`config.mk`:
```
export PLATFORM = sky130hd
export DESIGN_NAME = debug_trace_serializer_flat
export DESIGN_NICKNAME = d
export VERILOG_FILES = /design/src/rtl/debug_trace_pkg.sv /design/src/rtl/debug_trace_serializer_if.sv /design/src/rtl/debug_trace_fifo.sv /design/src/rtl/debug_trace_serializer.sv /design/src/flat_wrapper.sv
export SDC_FILE = /design/constraint.sdc
export NUM_CORES = 1
export LEC_CHECK = 0
export BUFFER_PORTS_ARGS = -buffer_cell sky130_fd_sc_hd__buf_2
export CAP_MARGIN = 0
export CORE_MARGIN = 1
export CORE_UTILIZATION = 31
export CTS_CLUSTER_DIAMETER = 100
export DETAILED_ROUTE_END_ITERATION = 16
export PLACE_DENSITY_LB_ADDON = 0.3
export SLEW_MARGIN = 25
export SYNTH_ARGS = -nofsm -noshare
export SYNTH_HDL_FRONTEND = slang
export SYNTH_SLANG_ARGS = --single-unit
```
`constraint.sdc`:
```
create_clock -name clk -period 12.9 [get_ports clk]
set_input_delay 1.29 -clock clk [delete_from_list [all_inputs] [get_ports clk]]
set_output_delay 1.29 -clock clk [all_outputs]
set_load 0.005 [all_outputs]
```
`src/rtl/debug_trace_pkg.sv`:
```
// Shared types and helpers for the debug trace serializer.
package debug_trace_pkg;

  // Width of the per-record word-count field stored alongside each record (holds 1..4).
  localparam int unsigned WCNT_W = 3;

  typedef enum logic [1:0] {
    IDLE = 2'd0,
    LOAD = 2'd1,
    SEND = 2'd2
  } trace_state_e;

  // Words to send for a given mode: min(mode+1, num_words).
  function automatic logic [WCNT_W-1:0] clamp_words(input logic [1:0] mode,
                                                    input int unsigned num_words);
    int unsigned req;
    req = 32'(mode) + 32'd1;
    return (req < num_words) ? WCNT_W'(req) : WCNT_W'(num_words);
  endfunction

  // Output beats needed to carry one trace word.
  function automatic int unsigned beats_per_word(input int unsigned data_w,
                                                 input int unsigned out_w);
    return data_w / out_w;
  endfunction

endpackage

```
`src/rtl/debug_trace_serializer_if.sv`:
```
// Commit-capture and beat-stream signals of the debug trace serializer.
interface debug_trace_serializer_if #(
  parameter int unsigned DATA_W    = 32,
  parameter int unsigned NUM_WORDS = 3,
  parameter int unsigned OUT_W     = 4,
  parameter int unsigned DROP_W    = 16
);
  logic                        in_valid;
  logic [NUM_WORDS*DATA_W-1:0] in_words;
  logic [1:0]                  mode;
  logic                        out_valid;
  logic [OUT_W-1:0]            out_data;
  logic                        out_last;
  logic                        out_ready;
  logic                        busy;
  logic [DROP_W-1:0]           drop_cnt;

  // Environment side: commit producer and beat sink.
  modport master (
    output in_valid, in_words, mode, out_ready,
    input  out_valid, out_data, out_last, busy, drop_cnt
  );

  // Serializer side.
  modport slave (
    input  in_valid, in_words, mode, out_ready,
    output out_valid, out_data, out_last, busy, drop_cnt
  );
endinterface

```
`src/rtl/debug_trace_fifo.sv`:
```
// Record queue: synchronous push/pop, pointers carry an extra wrap bit.
module debug_trace_fifo #(
  parameter int unsigned WIDTH = 8,
  parameter int unsigned DEPTH = 4
) (
  input  logic                     clk,
  input  logic                     rst,
  input  logic                     push,
  input  logic [WIDTH-1:0]         wr_data,
  input  logic                     pop,
  output logic [WIDTH-1:0]         rd_data,
  output logic                     full,
  output logic                     empty,
  output logic [$clog2(DEPTH):0]   count
);

  localparam int unsigned AW = $clog2(DEPTH);
  localparam int unsigned PW = AW + 1;

  logic [WIDTH-1:0] mem [DEPTH];
  logic [AW:0]      wr_ptr;
  logic [AW:0]      rd_ptr;
  logic             do_push;
  logic             do_pop;

  assign count   = wr_ptr - rd_ptr;
  assign full    = (32'(count) == DEPTH);
  assign empty   = (count == '0);
  assign do_push = push && !full;
  assign do_pop  = pop && !empty;
  assign rd_data = mem[rd_ptr[AW-1:0]];

  // Pointer update; both may move in the same cycle.
  always_ff @(posedge clk or posedge rst) begin
    if (rst) begin
      wr_ptr <= '0;
      rd_ptr <= '0;
    end else begin
      if (do_push) wr_ptr <= wr_ptr + PW'(1);
      if (do_pop)  rd_ptr <= rd_ptr + PW'(1);
    end
  end

  // Storage write; contents are don't-care until pushed.
  always_ff @(posedge clk) begin
    if (do_push) mem[wr_ptr[AW-1:0]] <= wr_data;
  end

endmodule

```
`src/rtl/debug_trace_serializer.sv`:
```
// Debug trace serializer: queues commit records and emits each as a frame of
// OUT_W-bit digits, word 0 first, least-significant digit first.
// Optional macro DEBUG_TRACE_DEDUP_EN discards records repeating the last pushed pc.
module debug_trace_serializer
  import debug_trace_pkg::*;
#(
  parameter int unsigned DATA_W     = 32,
  parameter int unsigned NUM_WORDS  = 3,
  parameter int unsigned OUT_W      = 4,
  parameter int unsigned FIFO_DEPTH = 4,
  parameter int unsigned DROP_W     = 16
) (
  input logic                     clk,
  input logic                     rst,
  debug_trace_serializer_if.slave bus
);

  localparam int unsigned BPW       = beats_per_word(DATA_W, OUT_W);
  localparam int unsigned REC_W     = NUM_WORDS * DATA_W;
  localparam int unsigned ENT_W     = WCNT_W + REC_W;
  localparam int unsigned BEATS_MAX = NUM_WORDS * BPW;
  localparam int unsigned CNT_W     = $clog2(BEATS_MAX + 1);
  localparam int unsigned AW        = $clog2(FIFO_DEPTH);
  localparam int unsigned CW        = AW + 1;

  trace_state_e      state;
  logic [REC_W-1:0]  sr;
  logic [REC_W-1:0]  sr_shift;
  logic [CNT_W-1:0]  beat_cnt;
  logic [CNT_W-1:0]  load_cnt;
  logic              out_valid_q;
  logic [OUT_W-1:0]  out_data_q;
  logic              out_last_q;
  logic              busy_q;
  logic [DROP_W-1:0] drop_q;

  logic [DATA_W-1:0] in_pc;
  logic              is_dup;
  logic              push_req;
  logic              fifo_push;
  logic              fifo_pop;
  logic              drop;
  logic [ENT_W-1:0]  fifo_wr;
  logic [ENT_W-1:0]  fifo_rd;
  logic              fifo_full;
  logic              fifo_empty;
  logic [AW:0]       fifo_count;
  logic [AW:0]       fifo_cnt_nxt;
  logic [WCNT_W-1:0] head_wcnt;
  logic [REC_W-1:0]  head_words;

  assign in_pc = bus.in_words[DATA_W-1:0];

`ifdef DEBUG_TRACE_DEDUP_EN
  logic [DATA_W-1:0] last_pc;

  // Remember the pc of the most recent record that entered the queue.
  always_ff @(posedge clk or posedge rst) begin
    if (rst) last_pc <= '0;
    else if (fifo_push) last_pc <= in_pc;
  end

  assign is_dup = (in_pc == last_pc);
`else
  assign is_dup = 1'b0;
`endif

  // Capture qualification: pc==0 and duplicates vanish silently; full drops are counted.
  assign push_req     = bus.in_valid && (in_pc != '0) && !is_dup;
  assign fifo_push    = push_req && !fifo_full;
  assign drop         = push_req && fifo_full;
  assign fifo_pop     = (state == LOAD);
  assign fifo_wr      = {clamp_words(bus.mode, NUM_WORDS), bus.in_words};
  assign fifo_cnt_nxt = fifo_count + CW'(fifo_push) - CW'(fifo_pop);

  assign head_wcnt  = fifo_rd[ENT_W-1 -: WCNT_W];
  assign head_words = fifo_rd[REC_W-1:0];
  assign load_cnt   = CNT_W'(32'(head_wcnt) * BPW - 32'd1);
  assign sr_shift   = sr >> OUT_W;

  debug_trace_fifo #(
    .WIDTH (ENT_W),
    .DEPTH (FIFO_DEPTH)
  ) u_fifo (
    .clk     (clk),
    .rst     (rst),
    .push    (fifo_push),
    .wr_data (fifo_wr),
    .pop     (fifo_pop),
    .rd_data (fifo_rd),
    .full    (fifo_full),
    .empty   (fifo_empty),
    .count   (fifo_count)
  );

  // Frame FSM with registered beat outputs and busy flag.
  always_ff @(posedge clk or posedge rst) begin
    if (rst) begin
      state       <= IDLE;
      sr          <= '0;
      beat_cnt    <= '0;
      out_valid_q <= 1'b0;
      out_data_q  <= '0;
      out_last_q  <= 1'b0;
      busy_q      <= 1'b0;
    end else begin
      busy_q <= 1'b1;
      case (state)
        IDLE: begin
          if (!fifo_empty) state <= LOAD;
          else             busy_q <= (fifo_cnt_nxt != '0);
        end
        LOAD: begin
          sr          <= head_words;
          beat_cnt    <= load_cnt;
          out_valid_q <= 1'b1;
          out_data_q  <= head_words[OUT_W-1:0];
          out_last_q  <= (load_cnt == '0);
          state       <= SEND;
        end
        SEND: begin
          if (bus.out_ready) begin
            if (beat_cnt == '0) begin
              state       <= IDLE;
              out_valid_q <= 1'b0;
              out_data_q  <= '0;
              out_last_q  <= 1'b0;
              busy_q      <= (fifo_cnt_nxt != '0);
            end else begin
              sr         <= sr_shift;
              out_data_q <= sr_shift[OUT_W-1:0];
              beat_cnt   <= beat_cnt - CNT_W'(1);
              out_last_q <= (beat_cnt == CNT_W'(1));
            end
          end
        end
        default: state <= IDLE;
      endcase
    end
  end

  // Saturating count of records lost to a full queue.
  always_ff @(posedge clk or posedge rst) begin
    if (rst) drop_q <= '0;
    else if (drop && (drop_q != '1)) drop_q <= drop_q + DROP_W'(1);
  end

  assign bus.out_valid = out_valid_q;
  assign bus.out_data  = out_data_q;
  assign bus.out_last  = out_last_q;
  assign bus.busy      = busy_q;
  assign bus.drop_cnt  = drop_q;

endmodule

```
`src/flat_wrapper.sv`:
```
// flat-port wrapper written by rule: the top's interface ports become plain ports
module debug_trace_serializer_flat import debug_trace_pkg::*;
#(
  parameter int unsigned DATA_W     = 32,
  parameter int unsigned NUM_WORDS  = 3,
  parameter int unsigned OUT_W      = 4,
  parameter int unsigned FIFO_DEPTH = 4,
  parameter int unsigned DROP_W     = 16
)
  (clk, rst, bus_in_valid, bus_in_words, bus_mode, bus_out_ready, bus_out_valid, bus_out_data, bus_out_last, bus_busy, bus_drop_cnt);
  debug_trace_serializer_if #(.DATA_W(DATA_W), .NUM_WORDS(NUM_WORDS), .OUT_W(OUT_W), .DROP_W(DROP_W)) bus_i ();
  input logic clk;
  input logic rst;
  input wire logic [$bits(bus_i.in_valid)-1:0] bus_in_valid;
  input wire logic [$bits(bus_i.in_words)-1:0] bus_in_words;
  input wire logic [$bits(bus_i.mode)-1:0] bus_mode;
  input wire logic [$bits(bus_i.out_ready)-1:0] bus_out_ready;
  output wire logic [$bits(bus_i.out_valid)-1:0] bus_out_valid;
  output wire logic [$bits(bus_i.out_data)-1:0] bus_out_data;
  output wire logic [$bits(bus_i.out_last)-1:0] bus_out_last;
  output wire logic [$bits(bus_i.busy)-1:0] bus_busy;
  output wire logic [$bits(bus_i.drop_cnt)-1:0] bus_drop_cnt;
  assign bus_i.in_valid = bus_in_valid;
  assign bus_i.in_words = bus_in_words;
  assign bus_i.mode = bus_mode;
  assign bus_i.out_ready = bus_out_ready;
  assign bus_out_valid = bus_i.out_valid;
  assign bus_out_data = bus_i.out_data;
  assign bus_out_last = bus_i.out_last;
  assign bus_busy = bus_i.busy;
  assign bus_drop_cnt = bus_i.drop_cnt;
  debug_trace_serializer #(.DATA_W(DATA_W), .NUM_WORDS(NUM_WORDS), .OUT_W(OUT_W), .FIFO_DEPTH(FIFO_DEPTH), .DROP_W(DROP_W)) u_core (.clk(clk), .rst(rst), .bus(bus_i));
endmodule
```
# Word-level counts from Yosys, hierarchy flattened
# Memories as Yosys holds them, arrays and structs flattened.
# Cells that the tools add are included.
[op_classes]
add_sub_neg = 9
n_mul = 0
n_div = 0
magnitude_cmp = 1
n_eq_ne = 9
shifts = 0
mux = 26
bitwise = 0
reduce_logical = 19
[op_table]
columns = ["operator", "n"]
rows = [
  ["96-bit two-way mux", 2],
  ["96-bit case mux with 2 select lines", 1],
  ["32-bit by 2-bit < comparator with 1-bit output (second input constant)", 1],
  ["32-bit nonzero test", 1],
  ["16-bit by 1-bit adder with 16-bit output (second input constant)", 1],
  ["16-bit inequality test (second input constant)", 1],
  ["5-bit logical NOT", 2],
  ["5-bit two-way mux", 2],
  ["5-bit case mux with 2 select lines", 1],
  ["5-bit by 1-bit subtractor with 5-bit output (second input constant)", 2],
  ["1-bit two-way mux", 9],
  ["3-bit AND reduction", 3],
  ["4-bit two-way mux", 2],
  ["4-bit case mux with 2 select lines", 1],
  ["3-bit by 1-bit adder with 3-bit output (second input constant)", 2],
  ["1-bit logical AND", 6],
  ["2-bit two-way mux", 3],
  ["2-bit inequality test (second input constant)", 3],
  ["1-bit case mux with 2 select lines", 3],
  ["2-bit case mux with 3 select lines", 1],
  ["5-bit by 1-bit equality test with 1-bit output (second input constant)", 1],
  ["2-bit by 1-bit adder with 3-bit output (second input constant)", 1],
  ["3-bit by 1-bit adder with 3-bit output", 1],
  ["3-bit equality test (second input constant)", 1],
  ["other kinds (12)", 13],
]
[totals]
ff_bits = 132
latch_bits = 0
ramBits = 396
mem_bits_ro = 0
in_bits = 102
output_inout_bits = 23
word_cells = 75
mem_count = 1
[mem_list]
columns = ["name", "words", "width", "rd", "rd_clocked_by_memory_dff", "wr", "line", "text"]
rows = [
  ["u_core.u_fifo.mem", 4, 99, 1, 0, 1, "debug_trace_fifo.sv:20", "logic [WIDTH-1:0] mem [DEPTH];"],
]

# Longest topological paths before layout
# Gate-level depths: netlist of the first run.
[depth]
depth_word = 10
ltp_mapped = 16
ltp_nobuf = 16

# Hierarchy
# Synthesis of the first run repeated with hierarchy kept, for this count alone.
[hier_totals]
cells_unflattened = 1227
hier_area_um2 = 20472.1
[by_module_without_submodules]
columns = ["module", "n_inst", "cells_each", "area_each_um2", "seq_area_each_um2"]
rows = [
  ["debug_trace_fifo", 1, 561, 14671.6, 12041.5],
  ["debug_trace_serializer", 1, 666, 5800.6, 3052.9],
]

# Worst setup path after synthesis of the first run
# OpenSTA, ideal clock, no wires.
[synth_timing]
path_type = "input -> register"
start = "input port bus_in_words[28]"
end = "memory u_core.u_fifo.mem[3][0] (netlist name) (enable)"
arrival_ns = 8.801
t_required_ns = 12.201
path_slack_ns = 3.400
path_stages = 4
n_path_buf = 0
path_cell_list = "nor4_1 > nand4_1 > o21ai_2 > nor3b_1"
[synth_via]
elab_chain_cells = 6
[synth_rtl]
columns = ["item", "line", "text"]
rows = [
  ["from (decl)", "flat_wrapper.sv:15", "input wire logic [$bits(bus_i.in_words)-1:0] bus_in_words;"],
  ["32-bit nonzero test", "debug_trace_serializer.sv:69", "assign push_req = bus.in_valid && (in_pc != '0) && !is_dup;"],
  ["1-bit logical AND", "debug_trace_serializer.sv:69", ""],
  ["1-bit logical AND", "debug_trace_serializer.sv:70", "assign fifo_push = push_req && !fifo_full;"],
  ["1-bit logical AND", "debug_trace_fifo.sv:29", "assign do_push = push && !full;"],
  ["1-bit two-way mux", "debug_trace_fifo.sv:46", "if (do_push) mem[wr_ptr[AW-1:0]] <= wr_data;"],
  ["1-bit two-way mux (not written as such)", "debug_trace_fifo.sv:46", ""],
  ["to (decl)", "debug_trace_fifo.sv:20", ""],
]
# Every way passes these cells.

# Final worst setup path of the first run
[layout_timing]
start = "input port bus_in_words[1]"
end = "register u_core.busy_q (netlist: u_core.bus.busy)"
[layout_via]
elab_chain_cells = 9
elab_cells_between_ends = 10
classes_between = "add/sub (2); mux (4); reduce/logical (4)"
[layout_rtl]
columns = ["item", "line", "text"]
rows = [
  ["32-bit nonzero test (*)", "debug_trace_serializer.sv:69", ""],
  ["1-bit logical AND (*)", "debug_trace_serializer.sv:69", ""],
  ["1-bit logical AND (*)", "debug_trace_serializer.sv:70", ""],
  ["3-bit by 1-bit adder with 3-bit output (*)", "debug_trace_serializer.sv:74", "assign fifo_cnt_nxt = fifo_count + CW'(fifo_push) - CW'(fifo_pop);"],
  ["3-bit by 1-bit subtractor with 3-bit output (*)", "debug_trace_serializer.sv:74", ""],
  ["3-bit nonzero test (*)", "debug_trace_serializer.sv:111, debug_trace_serializer.sv:128", ""],
  ["1-bit two-way mux", "debug_trace_serializer.sv:123", "if (beat_cnt == '0) begin"],
  ["1-bit two-way mux", "debug_trace_serializer.sv:122", "if (bus.out_ready) begin"],
  ["1-bit case mux with 2 select lines (*)", "debug_trace_serializer.sv:108", "case (state)"],
  ["to (signal assigned)", "debug_trace_serializer.sv:111", "else busy_q <= (fifo_cnt_nxt != '0);"],
  ["to (signal assigned)", "debug_trace_serializer.sv:128", "busy_q <= (fifo_cnt_nxt != '0);"],
  ["to (decl)", "debug_trace_serializer.sv:34", "logic busy_q;"],
]
# Mark *: on every way between the ends. The rest lies on a longest branch, timed or not.
# A chain may end at the register's enable or synchronous reset.

==> metrics, run 1 <==
Worst Hold Depth=1; most frequent CP cell=inv_1; Comb pwr share=29.3%; Placement Cell Area=21800 µm²; post-CTS sizing=0; final hold vios=0; worst r2r dst=u_core.u_fifo.mem[1][89]; Hold Startpoint=u_core.u_fifo.rd_ptr[2]; fin cells=2240; NetSw=1.90 mW; First DRT Iteration DRCs=688; CP required=13360 ps; Post-synth top flop=edfxtp_1; cell area after synthesis=20300 µm²; Fillers=6107; Peak VDD IR=98.0 µV; CTS buffer count=54; share of layout cells above drive strength 1=25.6%; area grow syn2layout=17.3%; Vias=10721; status=completed; M1 WL=19700 µm; Arr. time, crit path=4930 ps; xor and xnor area share after synthesis=1.15%; core footprint=64500 µm²; adder-cell share of the synthesized area=0.939%; clock network fraction of total power=27.2%; post-route setup TNS=0 ps; Worst R2R Start=u_core.u_fifo.rd_ptr[0]; DR pass1 iterations=5; Hold Path End=u_core.u_fifo.rd_ptr[2]; synth top area cells=edfxtp_1, dfrtp_1, mux4_2, nand2_1, a31oi_1; Cells after Synth=1207; largest family of logic cells by synthesized area=multiplexers; routed wl met3=1830 µm; post-synthesis sequential area ratio=73.9%; multiplexer share of the synthesized area=11.1%; placed insts=2136; leak pwr=8.35 nW; IO Pins=125; Clock Path Buffers=3; Placer Congestion=0.726; switching share of power=31.9%; FF-to-FF path depth=8; Die Span Y=258 µm; Routed WL=44900 µm; clock sink count=520; Simple-Gate Fraction of Synth Area=7.85%; Cell Chain, Critical Path=buf_2 > nor4_1 > nand4_1 > o21ai_4 > nor2_1 > inv_1 > ha_1 > inv_1 > ha_1 > inv_1 > fa_1 > xnor2_1 > xnor2_1 > nor4b_1 > nand2_1; relative slew slack=35.6%; post-synth top area share=58.1%; Clock Skews=25.4 ps; internal power=4.04 mW; initial antenna violation count=9; worst hold path class=reg -> reg; worst slew pin tran=966 ps; grt total ovfl=0; Post-synth EDFFs=392; FP Rows=93; crit share post-route=34.6%; Design Area, Final=23800 µm²; Post-synth ARST share=24.6%; Synth Area in Compound Gates=3.43%; vias in the first global route=11388; GRT Overall Usage=13.8%; DIE WIDTH=258 µm; maximum number of pins on one net before global-route repair=107; wire per inst=20.0 µm; CTS tree=built; synthesized flop and latch total=520; Cell variety after synth=42; Synth area leader=edfxtp_1; critical path's slowest cell=o21ai_4; final hold slack=484 ps; crit-path max cell delay=710 ps; final setup vio count=0; first-pass GRT wire length=69500 µm; fin. max-slew vios=0; DRC Markers=0; Critical Path Fanout Max=17; R2R Setup Slk=8640 ps; critical path class=in -> reg; # port buffers=124; Post-DP HPWL=27100 µm; Syn Nets=1323; WL met2=22400 µm; Worst-Skew Late Latency=600 ps; Die ar.=66400 µm²; clk root buf=clkbuf_16; yosys warns=0; antenna-violating nets left=0; crit start category=input port; Nets=1454; Setup Buffers After CTS=0; average cell area after synthesis=16.8 µm²; unrepaired setup endpoints after global routing=false; hold buffer count at CTS=0; maxcap violations=0; Critical Path Sink Type=flip-flop; Via density=4.79; H-tree levels=2; Seq pwr share=43.5%; Clk pin slew, worst setup/hold paths=60 ps; f_max=224 MHz; Top Layer Used=met5; Initial Util=31.4%; pwr dens=250 nW/µm²; Final Critical Period=4470 ps
==> worst max path at each step <==
stage	from	endpoint	slack, ps
2_1_floorplan	bus_in_words[28]	u_core.u_fifo.mem[3][0]	3400
3_3_place_gp	bus_in_words[6]	u_core.bus.busy	7390
3_5_place_dp	bus_in_words[6]	u_core.bus.busy	7730
4_1_cts	u_core.u_fifo.rd_ptr[0]	u_core.u_fifo.mem[0][56]	8210
5_1_grt	bus_in_words[6]	u_core.bus.busy	8250
6_report	bus_in_words[1]	u_core.bus.busy	8430
==> cell usage in the layout (no fill, tap or decap), drive strengths merged, types with 7 or more instances in the layout <==
master	Yosys	routed
a21oi	7	7
clkbuf	38	83
a31oi	90	90
mux4	98	98
nand4	8	8
clkinv	1	16
xor2	16	16
buf	26	139
nor2	103	103
ha	12	12
nand3	12	12
o21ai	9	9
xnor2	8	8
inv	13	14
nor4	18	18
nand2	196	196
edfxtp	392	392
dfrtp	128	128
==> logic make-up (layout without fill, tap and decap cells) <==
group	count (synthesis)	count (layout)
XOR/XNOR	25	25
AND/OR/NAND/NOR	358	358
AO/OA/AOI/OAI	111	111
adder cells (fa/ha/maj)	14	14
multiplexers	101	101
flip-flops	520	520
other	0	1
buffers and inverters	78	255
==> per-stage QoR <==
step / setup WS [ps] / power [mW] / util (%)
finish: 8430 / 5.94 / 36.9
global route: 8250 / 6.31 / 36.9
CTS: 8210 / 6.05 / 36.8
detailed placement: 7730 / 4.41 / 33.9
global placement: 7390 / 4.37 / 33.8
floorplan: 3400 / 3.91 / -
==> power groups by stage <==
stage,clock (mW),sequential [mW],combinational [mW]
finish,1.61,2.58,1.74
global route,1.72,2.64,1.96
CTS,1.66,2.62,1.76
detailed placement,0,2.65,1.76
global placement,0,2.64,1.73
floorplan,0,2.55,1.36
==> critical path: cells and delay by family <==
family | cells | cell delay [ps]
fa+ha+maj | 3 | 730
simple gates | 5 | 1590
xor+xnor | 2 | 270
buf+inv | 4 | 340
compound gates | 1 | 710
==> layer usage <==
metal / track usage, % / up-vias
met5: 0 / -
met4: 3.93 / 4
met3: 2.46 / 70
met2: 23.2 / 200
met1: 18.1 / 5572
li1: - / 4875
==> sequential cells by signal, summed over array words and instances, names as in the netlist <==
| signal | count |
|---|---|
| u_core.beat_cnt | 5 |
| u_core.bus.busy | 1 |
| u_core.bus.drop_cnt | 16 |
| u_core.bus.out_data | 4 |
| u_core.bus.out_last | 1 |
| u_core.bus.out_valid | 1 |
| u_core.sr | 92 |
| u_core.state | 2 |
| u_core.u_fifo.mem | 392 |
| u_core.u_fifo.rd_ptr | 3 |
| u_core.u_fifo.wr_ptr | 3 |
==> cell type report <==
cell class	count	area (µm²)	share of cell area [%]
antenna	1	2.50	0.0105
clock buffer	83	1730	7.27
clock inverter	19	166	0.700
inverter	14	57.6	0.242
multi-input combinational	609	4990	21.0
sequential	520	15000	63.1
tap	855	1070	4.50
timing repair buffer	139	761	3.20
==> Yosys cell counts, types with 2 or more instances <==
cell,instances
edfxtp_1,392
nand2_1,195
dfrtp_1,128
nor2_1,103
mux4_2,98
a31oi_1,90
clkbuf_1,38
buf_2,22
xor2_1,16
inv_1,13
ha_1,12
nand3_1,12
nor4_1,11
nand4_1,8
xnor2_1,8
a21oi_1,7
o21ai_0,7
nor3_1,5
a22o_1,4
nor4_4,4
and2_1,3
mux2_2,3
nand2b_1,3
nor4_2,3
buf_4,2
fa_1,2
nor3b_1,2
o21ai_2,2
Note: power is estimated with default switching activity, not from simulation.
==> run 2, diff against run 1 <==
Clock period 12.9 ns to 3.8 ns, I/O delays scaled along.
==> run 2 against run 1 <==
Effect of this change: cell count is 5.3% higher; clock skew is 8.0 ps lower; clock power rose to 3.4 times the previous value; first-iteration DRC count down 7.0%; power rose to 3.4 times the previous value; non-clock buffer count grew 110; die area unchanged; worst hold slack got worse by 430 ps; critical path depth unchanged; final area is 4.7% higher; sequential power grew to 3.3 times the previous value; global-route usage up 0.25 points; critical path type is now reg -> reg; largest cell class unchanged; largest power group unchanged.
==> metrics, run 2 (synthesis gave the netlist of run 1 again) <==
relative slew slack=34.8% (-0.80 points); Reg area=15000 µm² (unchanged); Setup Buffers After CTS=0 (unchanged); status=completed; H-tree levels=2 (unchanged); leak pwr=8.79 nW (+5.3%); Vias=11077 (+3.3%); GRT Overall Usage=14.0% (+0.25 points); First DRT Iteration DRCs=640 (-7.0%); unrepaired setup endpoints after global routing=false; worst slew pin tran=978 ps (+12.1 ps); clk root buf=clkbuf_16; placed insts=2151 (+0.70%); Design Area, Final=24900 µm² (+4.7%); Clock Skews=17.4 ps (-7.98 ps); Placement Cell Area=22100 µm² (+1.0%); DRC Markers=0 (unchanged); wire per inst=19.5 µm (-2.7%); clock sink count=520 (unchanged); Nets=1568 (+7.8%); final setup vio count=0 (unchanged); final hold slack=51.1 ps (-433 ps); CTS buffer count=58 (+7.4%); core footprint=64500 µm² (unchanged); vias in the first global route=11884 (+4.4%); initial antenna violation count=4 (-5); commonest cells after routing, fill and taps aside=edfxtp_1, nand2_1, dfrtp_1; crit start category=flip-flop; Critical Path Sink Type=flip-flop; IO Pins=125 (unchanged); Worst-Skew Late Latency=610 ps (about the same); DR pass1 iterations=6 (+1); Fillers=6077 (-0.49%); critical path class=reg -> reg; # port buffers=124 (unchanged); Arr. time, crit path=3640 ps (-1290 ps); Peak VDD IR=751 µV (+670%); fin. max-slew vios=0 (unchanged); FP Rows=93 (unchanged); Die Span Y=258 µm (unchanged); area grow syn2layout=22.8%; crit share post-route=83.1%; Final Critical Period=3160 ps; R2R Setup Slk=640 ps (-8000 ps); f_max=317 MHz; Largest register FFs=392 (unchanged); pwr dens=822 nW/µm² (+230%); maximum number of pins on one net before global-route repair=127 (+19%); Die ar.=66400 µm² (unchanged); CTS tree=built; Routed WL=45900 µm (+2.4%); Via density=4.70 (-1.8%); maxcap violations=0 (unchanged); DIE WIDTH=258 µm (unchanged); grt total ovfl=0 (unchanged); Post-DP HPWL=26600 µm (-1.8%); most common cell after layout, fill and taps aside=edfxtp_1; post-CTS sizing=0 (unchanged); Overall Power=20.5 mW (+240%); worst hold path class=in -> reg; CP required=4280 ps (-9080 ps); Multi-input gate area=5010 µm² (+0.28%); Critical Path Fanout Max=3 (-14); first-pass GRT wire length=71400 µm (+2.8%); Placer Congestion=0.710 (-2.2%); post-route setup TNS=0 ps (unchanged); Clk pin slew, worst setup/hold paths=60 ps (about the same); antenna-violating nets left=0 (unchanged); Clock Path Buffers=3 (unchanged); fin cells=2358 (+5.3%); Initial Util=31.4% (unchanged); share of layout cells above drive strength 1=24.6% (-1.0 points); final hold vios=0 (unchanged)
run 2: final cells by class:
cell class | instances | share of cell area, %
clock inverters | 36 | 1.27
well taps | 855 | 4.30
repair buffers | 249 | 7.64
flip-flops and latches | 520 | 60.2
clock buffers | 74 | 6.20
diodes | 1 | 0.0101
inverters | 14 | 0.231
multi-input cells | 609 | 20.1
run 2: repair_timing:
item                                    CTS  global route
hold buffers                             96             0
endpoints found under the setup margin    0             0
hold endpoints to repair                449             0
run 2: path summary, 6_finish.rpt:
path / startpoint / end / cells after the start
max in group asynchronous: rst / u_core.bus.out_data[3] / 4
worst max-delay path: u_core.u_fifo.rd_ptr[0] / u_core.bus.busy / 15
worst max register to register: u_core.u_fifo.rd_ptr[0] / u_core.bus.busy / 15
worst min register to register: u_core.bus.out_last / u_core.bus.out_last / 2
worst min-delay path: bus_in_words[29] / u_core.u_fifo.mem[0][29] / 1
min in group asynchronous: rst / u_core.bus.drop_cnt[15] / 3
run 2: critical path, stage by stage (launching register included):
cell	delay, ps
dfrtp_4	500
ha_4	170
fa_2	570
inv_2	70
nor3_4	180
nor2_1	90
inv_1	60
ha_1	220
inv_1	50
ha_1	130
inv_1	50
fa_1	370
xnor2_1	190
xnor2_1	80
nor4b_1	240
nand2_1	80
run 2: where the power goes:
part	internal, mW	switching (mW)
sequential	7.98	0.622
combinational	2.61	3.80
clock	3.16	2.29
run 2: routing by layer:
layer,share of wire [%],up-vias,GRT usage (%)
met5,0.070,-,0
met4,2.1,6,4.13
met3,3.9,63,2.39
met2,49,181,23.4
met1,45,5713,18.7
li1,-,5114,-
run 2: stage by stage:
step / setup WS (ps) / util [%]
6_report: 640 / 38.6
2_1_floorplan: -439 / -
3_5_place_dp: 608 / 34.2
3_3_place_gp: 611 / 34.2
4_1_cts: 616 / 38.6
5_1_grt: 420 / 38.6
==> run 3, diff against run 2 <==
Clock period 3.8 ns to 2.7 ns, I/O delays scaled along.
==> run 3 against run 2 <==
Effect of this change: routed wire length decreased by 2.2%; power is 43% higher; first-iteration DRC count is 7.0% lower; the flow now finishes with violations (negative setup slack); critical endpoint unchanged.
==> metrics, run 3 (synthesis gave the netlist of run 1 again) <==
crit start category=flip-flop; Peak VDD IR=699 µV (-7.0%); unrepaired setup endpoints after global routing=true; maxcap violations=0 (unchanged); IO Pins=125 (unchanged); Nets=1631 (+4.0%); crit-path max cell delay=540 ps (-30 ps); worst slew pin tran=894 ps (-83.9 ps); pwr dens=1140 nW/µm² (+39%); first-pass GRT wire length=70100 µm (-1.8%); Placer Congestion=0.722 (+1.6%); Die Span Y=258 µm (unchanged); leak pwr=9.16 nW (+4.2%); share of layout cells above drive strength 1=27.6% (+3.1 points); Final Critical Period=3070 ps (-85.3 ps); most common cell after layout, fill and taps aside=edfxtp_1; maximum number of pins on one net before global-route repair=76 (-40%); Vias=11254 (+1.6%); Worst-Skew Late Latency=630 ps (+20 ps); Finished Core Util=39.7% (+1.1 points); worst hold path class=in -> reg; wire per inst=18.6 µm (-4.7%); clock sink count=520 (unchanged); H-tree levels=2 (unchanged); FP Rows=93 (unchanged); Final WS setup=-374 ps (-1010 ps); Clock Path Buffers=3 (unchanged); Die ar.=66400 µm² (unchanged); worst path bufs/invs=4 (unchanged); failing checks=negative setup slack; antenna-violating nets left=0 (unchanged); vias in the first global route=12046 (+1.4%); Via density=4.65 (-0.96%); First DRT Iteration DRCs=595 (-7.0%); relative slew slack=40.4% (+5.6 points); Overall Power=29.2 mW (+43%); final setup vio count=1 (+1); core footprint=64500 µm² (unchanged); Cell Chain, Critical Path=ha_4 > fa_2 > inv_2 > nor3_4 > nor2_2 > inv_1 > ha_1 > inv_1 > ha_1 > inv_1 > fa_2 > xnor2_1 > xnor2_1 > nor4b_1 > nand2_1; GRT Overall Usage=13.7% (-0.30 points); commonest cells after routing, fill and taps aside=edfxtp_1, nand2_1, dfrtp_1; Critical Path Sink Type=flip-flop; # port buffers=124 (unchanged); CP delay by family, top=adder cells; initial antenna violation count=5 (+1); grt total ovfl=0 (unchanged); Initial Util=31.4% (unchanged); area grow syn2layout=26.2%; CTS buffer count=56 (-3.4%); most frequent CP cell=inv_1; clk root buf=clkbuf_16; crit share post-route=114% (+31 points); final hold vios=0 (unchanged); Largest register FFs=392 (unchanged); status=finished, violations left; f_max=325 MHz (+2.8%); CTS tree=built; CP required=3190 ps (-1090 ps); Clock Skews=28.2 ps (+10.8 ps); Critical Path Fanout Max=2 (-1); DRC Markers=0 (unchanged); DIE WIDTH=258 µm (unchanged); Arr. time, crit path=3560 ps (-80 ps); critical path's slowest cell=fa_2; Post-DP HPWL=27700 µm (+3.9%); fin. max-slew vios=0 (unchanged); Routed WL=44900 µm (-2.2%); critical path class=reg -> reg; DR pass1 iterations=5 (-1); Clk pin slew, worst setup/hold paths=60 ps (about the same)
==> run 3: cell count changes in the layout (fill, tap and decap cells not counted), sizes merged <==
cell / previous run / this run
inv: 17 / 15
buf: 153 / 213
clkbuf: 74 / 77
clkinvlp: 4 / 5
bufinv: 4 / 3
clkinv: 25 / 20
dlygate4sd3: 96 / 101
==> run 3: worst paths after layout <==
path	slack, ps	cells after the start	endpoint	start
max in group asynchronous	1700	4	u_core.sr[69]	rst
min in group asynchronous	250	3	u_core.sr[19]	rst
max	-370	15	u_core.bus.busy	u_core.u_fifo.rd_ptr[0]
min reg2reg	480	1	u_core.u_fifo.rd_ptr[2]	u_core.u_fifo.rd_ptr[2]
min	190	5	u_core.u_fifo.wr_ptr[0]	bus_in_valid
max reg2reg	-370	15	u_core.bus.busy	u_core.u_fifo.rd_ptr[0]
==> run 3: area by class of cell <==
class	instances	area, µm²
fillers	6040	38900
flip-flops and latches	520	15000
multi-input cells	609	5010
repair buffers	314	2570
clock buffers	77	1580
well taps	855	1070
clock inverters	29	285
inverters	14	56.3
diodes	1	2.50
==> run 3: worst min-delay path, stage by stage <==
cell and delay, ps:
buf_2 100, o21ai_2 60, nor2_2 100, buf_4 160
xnor2_1 60
==> run 3: what timing repair did <==
item	CTS	global route
endpoints found under the setup margin	94	10
pin swaps	2	0
hold endpoints to repair	409	0
hold buffers	101	0
setup buffers	3	0
resized for setup	4	0
==> run 3: where the power goes <==
group          switching [mW]  total, mW  internal [mW]
sequential              0.860       12.1           11.2
clock                    3.18       7.61           4.42
combinational            5.36       9.53           4.17
total                    9.40       29.2           19.8
==> run 3: per-layer routing <==
metal  track usage [%]  part of all wire, %  vias up
met5                 0                0.076        -
met4              3.45                  1.7        6
met3              2.87                  3.9       66
met2              23.8                   52      183
met1              17.4                   43     5748
li1                  -                    -     5251
==> run 3: through the flow <==
step                area (µm²)  TNS, ps  std cells  setup slack (ps)  hold WS, ps
finish                   25600     -374       2419              -374          194
global route             25600     -775       2419              -532          203
CTS                      25600     -378       2418              -378          162
detailed placement       22600    -5850       2208              -467          343
global placement         22600    -2190       2208              -387          339
floorplan                20300  -176720       1207             -1540          366
